File: config.mk
export PLATFORM = sky130hd
export DESIGN_NAME = coso_beat_sampler
export DESIGN_NICKNAME = d
export VERILOG_FILES = /design/src/rtl/coso_beat_sampler.sv
export SDC_FILE = /design/constraint.sdc
export NUM_CORES = 1
export LEC_CHECK = 0
export CORE_ASPECT_RATIO = 1.25
export CORE_MARGIN = 2
export CORE_UTILIZATION = 50
export DETAILED_ROUTE_END_ITERATION = 10
export DONT_BUFFER_PORTS = 1
export GPL_TIMING_DRIVEN = 0
export HOLD_SLACK_MARGIN = 0.12
export PLACE_DENSITY = 0.64
export SLEW_MARGIN = 5
export SYNTH_ARGS = -nofsm -noshare
export SYNTH_HDL_FRONTEND = slang
export SYNTH_SLANG_ARGS = --single-unit
export TNS_END_PERCENT = 50
File: constraint.sdc
create_clock -name clk -period 3.15 [get_ports clk]
set_input_delay 0 -clock clk [delete_from_list [all_inputs] [get_ports clk]]
set_output_delay 0 -clock clk [all_outputs]
set_load 0.005 [all_outputs]
File: src/rtl/coso_beat_sampler.sv
// Purpose: measures clk cycles between debounced rising beat edges of osc_in sampled by clk.
// Latency: osc_in rise sampled -> sample loaded on the following clk edge (beat0 FF + edge capture).
// Backpressure: valid/ready; a sample arriving while one is held unconsumed is dropped and flags overflow.
module coso_beat_sampler #(
    parameter int CNT_WIDTH = 16,
    parameter int DEBOUNCE  = 4
) (
    input  logic                 clk,
    input  logic                 rst,
    input  logic                 en,
    input  logic                 osc_in,
    output logic [CNT_WIDTH-1:0] cnt_out,
    output logic                 bit_out,
    output logic                 sat_out,
    output logic                 valid,
    input  logic                 ready,
    output logic                 overflow
);

    typedef enum logic [1:0] {
        IDLE  = 2'd0,
        SYNC  = 2'd1,
        COUNT = 2'd2
    } state_t;

    localparam logic [CNT_WIDTH-1:0] DEB_MIN = CNT_WIDTH'(DEBOUNCE);
    localparam logic [CNT_WIDTH-1:0] CNT_ONE = CNT_WIDTH'(1);

    state_t               state;
    logic [CNT_WIDTH-1:0] cnt;
    logic                 beat0;
    logic                 beat1;
    logic                 beat_edge;
    logic                 cnt_sat;
    logic                 accept;

    // Single sampling flop is the entropy source; a synchroniser would filter out the jitter we want.
    always_ff @(posedge clk or posedge rst) begin
        if (rst) begin
            beat0 <= 1'b0;
            beat1 <= 1'b0;
        end else begin
            beat0 <= osc_in;
            beat1 <= beat0;
        end
    end

    assign beat_edge = beat0 & ~beat1;
    assign cnt_sat   = &cnt;
    assign accept    = en && (state == COUNT) && beat_edge && (cnt >= DEB_MIN);

    always_ff @(posedge clk or posedge rst) begin
        if (rst) begin
            state    <= IDLE;
            cnt      <= '0;
            cnt_out  <= '0;
            bit_out  <= 1'b0;
            sat_out  <= 1'b0;
            valid    <= 1'b0;
            overflow <= 1'b0;
        end else if (!en) begin
            state    <= IDLE;
            cnt      <= '0;
            valid    <= 1'b0;
            overflow <= 1'b0;
        end else begin
            case (state)
                IDLE: begin
                    state    <= SYNC;
                    cnt      <= '0;
                    valid    <= 1'b0;
                    overflow <= 1'b0;
                end
                SYNC: begin
                    if (beat_edge) begin
                        cnt   <= CNT_ONE;
                        state <= COUNT;
                    end
                end
                COUNT: begin
                    // Rejected glitch edges fall through here, so the period keeps accumulating.
                    if (accept) begin
                        cnt <= CNT_ONE;
                    end else if (!cnt_sat) begin
                        cnt <= cnt + CNT_ONE;
                    end
                end
                default: state <= IDLE;
            endcase

            if (accept) begin
                if (!valid || ready) begin
                    cnt_out <= cnt;
                    bit_out <= cnt[0];
                    sat_out <= cnt_sat;
                    valid   <= 1'b1;
                end else begin
                    overflow <= 1'b1;
                end
            end else if (valid && ready) begin
                valid <= 1'b0;
            end
        end
    end

endmodule
## Word level (Yosys, flattened, before mapping)

Index checks and enable logic that the tools add are counted.

| word-level totals | value |
|---|---|
| register bits after elaboration | 40 |
| latch bits | 0 |
| memory bits (writable) | 0 |
| ROM bits | 0 |
| input bits | 5 |
| output and inout port bits | 20 |
| word-level logic and storage cells | 47 |
| memories kept | 0 |

| operators by class | value |
|---|---|
| $add $sub $neg | 1 |
| multipliers | 0 |
| div/mod/pow operators | 0 |
| order comparisons | 1 |
| equal/unequal tests | 6 |
| shift operators | 0 |
| multiplexer cells | 17 |
| bitwise logic cells | 2 |
| reductions and logical operators | 11 |

Operators by type and width:

| cell | count |
|---|---|
| two-way mux 16 bit | 4 |
| case mux 16 bit (3 select lines) | 1 |
| adder 16 x 1 -> 16 bit, second input constant | 1 |
| greater-or-equal comparator 16 x 3 -> 1 bit, second input constant | 1 |
| AND reduction 16 bit | 1 |
| two-way mux 1 bit | 9 |
| case mux 2 bit (3 select lines) | 1 |
| AND reduction 3 bit | 2 |
| logical AND 1 bit | 4 |
| two-way mux 2 bit | 2 |
| != test 4 x 1 -> 1 bit, second input constant | 1 |
| != test 4 bit, second input constant | 1 |
| != test 3 bit, second input constant | 1 |
| equality test 2 x 1 -> 1 bit, second input constant | 1 |
| equality test 2 bit, second input constant | 1 |
| zero test 2 bit | 1 |
| != test 2 bit, second input constant | 1 |
| AND reduction 2 bit | 1 |
| AND 1 bit | 1 |
| zero test 1 bit | 1 |
| logical OR 1 bit | 1 |
| NOT 1 bit | 1 |

## Depth between registers and ports, before layout

Gate-level depths: netlist of run 1.

| depth | value |
|---|---|
| depth after elaboration | 7 |
| gate-level depth with buffers | 8 |
| depth with buffers taken out | 7 |

## Worst setup path after synthesis of run 1

No wires, ideal clock.

| path | value |
|---|---|
| kind | reg-to-reg |
| start point | register state[1] |
| end point | register cnt[8] |
| setup time | 71 ps |
| arrival time | 1985 ps |
| required time | 3079 ps |
| setup slack | 1094 ps |
| stages on the path, launching flop included | 8 |
| buffers on the path | 0 |
| period minus slack after synthesis | 2056 ps |
| cells stage by stage | dfrtp_1 -> inv_1 -> ha_1 -> nor4b_1 -> a31o_1 -> or4_1 -> or4_1 -> nand4_1 |

| between the ends | value |
|---|---|
| longest elaborated chain between the ends | 7 |
| elaborated cells between the ends (all ways) | 13 |
| classes of those cells | eq/ne: 5; mux: 3; reduce/logical: 5 |

RTL lines:

| item | line | text |
|---|---|---|
| start: declaration | 29 | `state_t state;` |
| start signal: assignment | 54 | `state <= IDLE;` |
| start signal: assignment | 62 | `state <= IDLE;` |
| start signal: assignment | 69 | `state <= SYNC;` |
| equality test 2 bit | 50, 67 |  |
| logical AND 1 bit (3 in a row) | 50 | `assign accept = en && (state == COUNT) && beat_edge && (cnt >= DEB_MIN);` |
| two-way mux 16 bit | 82 | `if (accept) begin` |
| case mux 16 bit (3 select lines) | 67 | `case (state)` |
| two-way mux 16 bit | 61 | `end else if (!en) begin` |
| end signal: assignment | 85 | `cnt <= cnt + CNT_ONE;` |
| end: declaration | 30 | `logic [CNT_WIDTH-1:0] cnt;` |

Several ways; a longest one is shown, not always the timed one.
A chain may end at the register's enable or synchronous reset.

## Worst setup path after layout of run 1

| path | value |
|---|---|
| start point | register cnt[6] |
| end point | register valid |

| between the ends | value |
|---|---|
| longest elaborated chain between the ends | 4 |

RTL lines:

| item | line | text |
|---|---|---|
| greater-or-equal comparator 16 x 3 -> 1 bit | 50 |  |
| logical AND 1 bit | 50 |  |
| two-way mux 1 bit | 91 | `if (accept) begin` |
| two-way mux 1 bit | 61 |  |
| end signal: assignment | 59 | `valid <= 1'b0;` |
| end signal: assignment | 64 | `valid <= 1'b0;` |
| end signal: assignment | 96 | `valid <= 1'b1;` |
| end: declaration | 15 | `output logic valid,` |

No other way between the ends.

==> results of run 1 <==
[per-stage QoR]
step / hold slack (ps) / cells / cell area (sq um)
after floorplan: 31.4 / 196 / 2080
final: 215 / 265 / 2290
after global placement: 31.5 / 252 / 2150
after CTS: 200 / 265 / 2290
after detailed placement: 31.5 / 252 / 2150
after global routing: 224 / 265 / 2290
[cell type report]
type,count,area (sq um)
clock buffer,5,68.8
fill,360,1740
tap,56,70.1
clock inverter,3,23.8
sequential,39,976
timing repair buffer,5,50.0
inverter,8,30.0
buffer,9,78.8
multi-input combinational,140,996
[state kept, by name, indices dropped and copies added, names as in the netlist]
| signal | cells |
|---|---|
| overflow | 1 |
| sat_out | 1 |
| valid | 1 |
| cnt | 16 |
| beat0 | 1 |
| beat1 | 1 |
| cnt_out | 16 |
| state | 2 |
[final timing paths]
path                            slack (ps)  depth (start not counted)          to    from
max in group asynchronous             2350                          2  cnt_out[9]     rst
worst min register to register         440                          0       beat1   beat0
worst min-delay path                   220                          3      cnt[0]      en
worst max-delay path                   690                          8       valid  cnt[6]
worst max register to register         690                          8       valid  cnt[6]
min in group asynchronous              310                          2  cnt_out[4]     rst
[synth_stat cells, types with 3 or more instances]
library cell / number
a22o_1: 4
buf_2: 3
nand2_1: 17
nand3_1: 8
nand4b_1: 3
o21ai_0: 8
inv_1: 8
or4_1: 5
buf_4: 3
nor4_1: 5
nand4_1: 12
nor3_1: 6
ha_1: 6
mux2_2: 17
a31oi_1: 4
clkbuf_8: 3
nor2_1: 8
a21oi_1: 9
dfrtp_1: 39
[kinds of logic (layout without fill, tap and decap cells)]
family | count (synthesis) | after routing | share of synthesized area
buffers and inverters | 17 | 30 | 0.0523
adders and majority gates | 6 | 6 | 0.0361
DFF | 39 | 39 | 0.469
AOI/OAI and AO/OA | 37 | 37 | 0.119
xor gates and xnor gates | 1 | 1 | 0.00421
muxes | 17 | 17 | 0.0920
and+or+nand+nor | 79 | 79 | 0.227
[power by group]
part	leakage, nW	switching (W)	internal [W]
registers	0.539	0.0000185	0.000515
logic	0.426	0.000233	0.000104
clock network	0.0408	0.000186	0.000158
total	1.01	0.000438	0.000777
[worst reg2reg max path, cell delays in order, from the launching register on]
cell,delay (ps)
dfrtp_1,400
clkbuf_8,170
nor4_1,330
a41o_2,320
nor2_1,70
nand2_2,180
buf_4,240
a21oi_1,80
dlygate4sd3_1,560
[layer usage]
layer / track usage / vias to the layer above / wire (microns)
li1: - / 757 / -
met1: 0.306 / 806 / 1960
met2: 0.333 / 53 / 2290
met3: 0.0509 / 12 / 256
met4: 0.106 / 0 / 84
met5: 0 / - / 0
==> impl_metrics.toml, run 1 <==
[cells_and_area]
antennaDiodeCount = 0
area_delta_synth_final_pct = 10.2
finish.net_count = 219
drive_gt1_frac = 0.215
utilization = 0.569
layout_common_cells = "39 x dfrtp_1, 17 x nand2_1, 17 x mux2_2"
final_common_cell = "dfrtp_1"

[logic_synthesis]
syn_area_sq_um = 2080
synthFlopType = "dfrtp_1"
synth_nets = 207
ys_top_cells_by_area = "dfrtp_1 47%, mux2_2 9.2%, ha_1 3.6%"
synth_warnings = 0
syn_avg_cell_area_sq_um = 10.6
yosysSeqAreaShare = 0.469
ys_seq_elements = 39
synth_cell_types = 45
async_flop_share = 1.00
synth_top_cell_by_area = "dfrtp_1"
synth_top_area_share = 0.469
synth_edf_count = 0
postSynthCellCount = 196

[clock_network]
htreeDepth = 2
cts-resized-gates = 0
cts.hold.buffers_added = 5
cts_sinks = 39
cts-buffers-inserted = 5
post_cts_buffers = 0
clock_tree.root_cell = "clkbuf_8"
clkTransAtPathRegs_ps = 80
clock_path_buffers = 2
cts_tree = "built"
clock_latency_ps = 290

[power]
vdd_drop_max_v = 0.000445
powerDensity_nw_per_um2 = 530
power.total_w = 0.00122
p_leak_nw = 1.01

[placed_design]
io_buffers = 0
dp_hpwl_microns = 3230
gp_congestion = 0.907
place_ws_ps = 826

[critical_path]
crit_arrival_ps = 2630
crit_slowest_cell = "dlygate4sd3_1"
crit_chain = "clkbuf_8 -> nor4_1 -> a41o_2 -> nor2_1 -> nand2_2 -> buf_4 -> a21oi_1 -> dlygate4sd3_1"
cp-start-kind = "register"
cp.required_ps = 3330
slowest_delay_ps = 560
cp-end-kind = "register"
crit_type = "reg -> reg"
cp_max_fo = 10
worstPathBufferInverterCount = 3
cp_top_family = "buffers and inverters"

[run_status]
outcome = "finished clean"

[detailed_routing]
vias_per_cell = 6.14
drt_iter0_drc = 114
ant_nets = 0
routedWlPerCell_microns = 17.3
first_pass_iters = 4
wl_microns = 4590
drc_errors = 0
vias = 1628

[flow_run]
maxCapViolations = 0

[timing]
period_share = 0.780
fin_setup_tns_ps = 0
slew_headroom = 0.477
finClkSkew_ps = 5.97
period_minus_slack_ps = 2460
rsz0062_at_grt = "no"
max_clock_freq_ghz = 0.407
hold_viol_final = 0
layout_setup_ws_ps = 694
worst_slew_pin_slew_ps = 783
finalSetupViolations = 0
slew_violations = 0

[grt]
antenna_found_initial = 0
grt_overflow_total = 0
grt_pass1_vias = 1674
grt_max_degree = 40
grt_usage = 0.225
grt_pass1_wl_microns = 8110

[die]
dieArea_sq_um = 4700
die_h_microns = 76.1
start_util = 0.516
die_x_microns = 61.7
rows = 26
pin_count = 25
core_region_area_sq_um = 4030

[min_path]
hold_class = "in -> reg"
No activity file was read; power rests on OpenSTA's default activity.
==> run 2: changes to the inputs <==
==> constraint.sdc (replaced) <==
create_clock -name clk -period 2.55 [get_ports clk]
set_input_delay 0 -clock clk [delete_from_list [all_inputs] [get_ports clk]]
set_output_delay 0 -clock clk [all_outputs]
set_load 0.005 [all_outputs]
==> run 2 against run 1 <==
Against the previous run:
- final cell count rose by 0.38%
- final area rose by 0.76%
- sequential share of layout area fell by 0.32 points
- clock-buffer cell count did not move
- non-clock buffer count rose by 1
- sequential power rose by 23%
- first-iteration DRC count fell by 7.9%
- critical path depth did not move
- worst hold slack got worse by 3.9 ps
- largest cell class unchanged
- highest routed layer unchanged
==> impl_metrics.toml, run 2 (same netlist as run 1, synthesis figures left out) <==
[run_status]
outcome = "finished clean"

[power]
vdd_drop_max_v = 0.000547
cellInternalPower_w = 0.000960
pwr-share-seq = 0.440
power.total_w = 0.00150
powerDensity_nw_per_um2 = 649
sw_frac_of_total = 0.360
clkPwrFrac = 0.283
combPwrFrac = 0.278
p_leak_nw = 1.01
power.switching_w = 0.000539

[critical_path]
crit_path_end = "valid"
timing.rr.end = "valid"
r2r_cells = 8
r2r_start = "cnt[6]"
cp.required_ps = 2730
cp_max_fo = 10
crit_type = "reg -> reg"
crit_arrival_ps = 2540
rrSetupSlack_ps = 190
cp-end-kind = "register"
cp-start-kind = "register"
crit_start = "cnt[6]"

[timing]
finClkSkew_ps = 4.78
worst_slew_pin_slew_ps = 774
rsz0062_at_grt = "no"
finalSetupViolations = 0
slew_violations = 0
layout_setup_ws_ps = 189
hold_viol_final = 0
period_share = 0.926
slew_headroom = 0.483
max_clock_freq_ghz = 0.424
fin_setup_tns_ps = 0
period_minus_slack_ps = 2360

[die]
pin_count = 25
die_x_microns = 61.7
core_region_area_sq_um = 4030
die_h_microns = 76.1
rows = 26
dieArea_sq_um = 4700
start_util = 0.516

[min_path]
hold_class = "in -> reg"

[detailed_routing]
drt_iter0_drc = 105
drc_errors = 0
vias = 1646
ant_nets = 0
wl_microns = 4660
vias_per_cell = 6.19
routedWlPerCell_microns = 17.5
first_pass_iters = 4

[cells_and_area]
final_cell_area_sq_um = 2310
largest_registers = "cnt x16, cnt_out x16, state x2"
layout_common_cells = "39 x dfrtp_1, 17 x nand2_1, 17 x mux2_2"
area_delta_synth_final_pct = 11.1
finish.net_count = 220
multi_input_area_sq_um = 1000
fin_cells = 266
drive_gt1_frac = 0.224
antennaDiodeCount = 0
fillers = 362
seqCellArea_sq_um = 976
final_common_cell = "dfrtp_1"

[grt]
grt_pass1_wl_microns = 8110
antenna_found_initial = 0
grt_overflow_total = 0
grt_max_degree = 40
grt_usage = 0.225
grt_pass1_vias = 1674

[placed_design]
place_ws_ps = 226
io_buffers = 0
gp_congestion = 0.907
detailed_place.area_sq_um = 2150
dp_hpwl_microns = 3230
dp.cells = 252

[clock_network]
cts-buffers-inserted = 5
clkTransAtPathRegs_ps = 80
clock_tree.root_cell = "clkbuf_8"
htreeDepth = 2
cts_sinks = 39
clock_latency_ps = 290
cts_tree = "built"
clock_path_buffers = 2

[flow_run]
maxCapViolations = 0
==> run 2: cell types whose count changed in the layout (fill, tap and decap cells not counted), sizes merged <==
cell	delta
buf	+1
==> run 2: per-layer routing <==
layer	vias up	GRT usage	wire [microns]
met5	-	0	0
met4	0	0.106	108
met3	14	0.0509	252
met2	62	0.333	2300
met1	810	0.306	2000
li1	760	-	-
==> run 2: worst min path at each step <==
stage | from | endpoint | cells past startpoint
after global routing | en | cnt[0] | 3
after detailed placement | osc_in | beat0 | 0
final | en | cnt[0] | 3
after global placement | osc_in | beat0 | 0
after CTS | en | cnt[0] | 3
after floorplan | osc_in | beat0 | 0
==> run 2: stage by stage <==
step / hold WS, ps / util
floorplan: 31.4 / -
global placement: 31.5 / 0.533
detailed placement: 31.5 / 0.533
CTS: 200 / 0.569
global route: 224 / 0.573
finish: 211 / 0.573
==> run 2: final cells by class <==
cell class                 count  area share
clock buffer                   5      0.0298
tap                           56      0.0303
buffer                         9      0.0357
inverter                       8      0.0130
timing repair buffer           6      0.0249
clock inverter                 3      0.0103
multi-input combinational    140       0.434
sequential                    39       0.422
==> run 2: power groups by stage <==
stage	Sequential (W)	Clock (W)	Combinational (W)
after floorplan	0.000666	0	0.000291
after global placement	0.000669	0	0.000389
after detailed placement	0.000671	0	0.000404
after CTS	0.000659	0.000439	0.000411
after global routing	0.000662	0.000471	0.000464
final	0.000659	0.000424	0.000416
==> run 2: timing repair <==
| item | 4_1_cts | 5_1_grt |
|---|---|---|
| gates resized for setup | 0 | 2 |
| setup buffers | 0 | 1 |
| setup endpoints to repair | 0 | 1 |
| hold endpoints to repair | 47 | 0 |
| hold buffers | 5 | 0 |
==> run 2: worst max-delay path: stages, from the launching register on <==
cell and delay [ps]:
dfrtp_1 400, clkbuf_8 170, nor4_1 320, a41o_2 290, nor2_1 60, nand2_2 180, buf_6 190, a21oi_1 70
dlygate4sd3_1 560
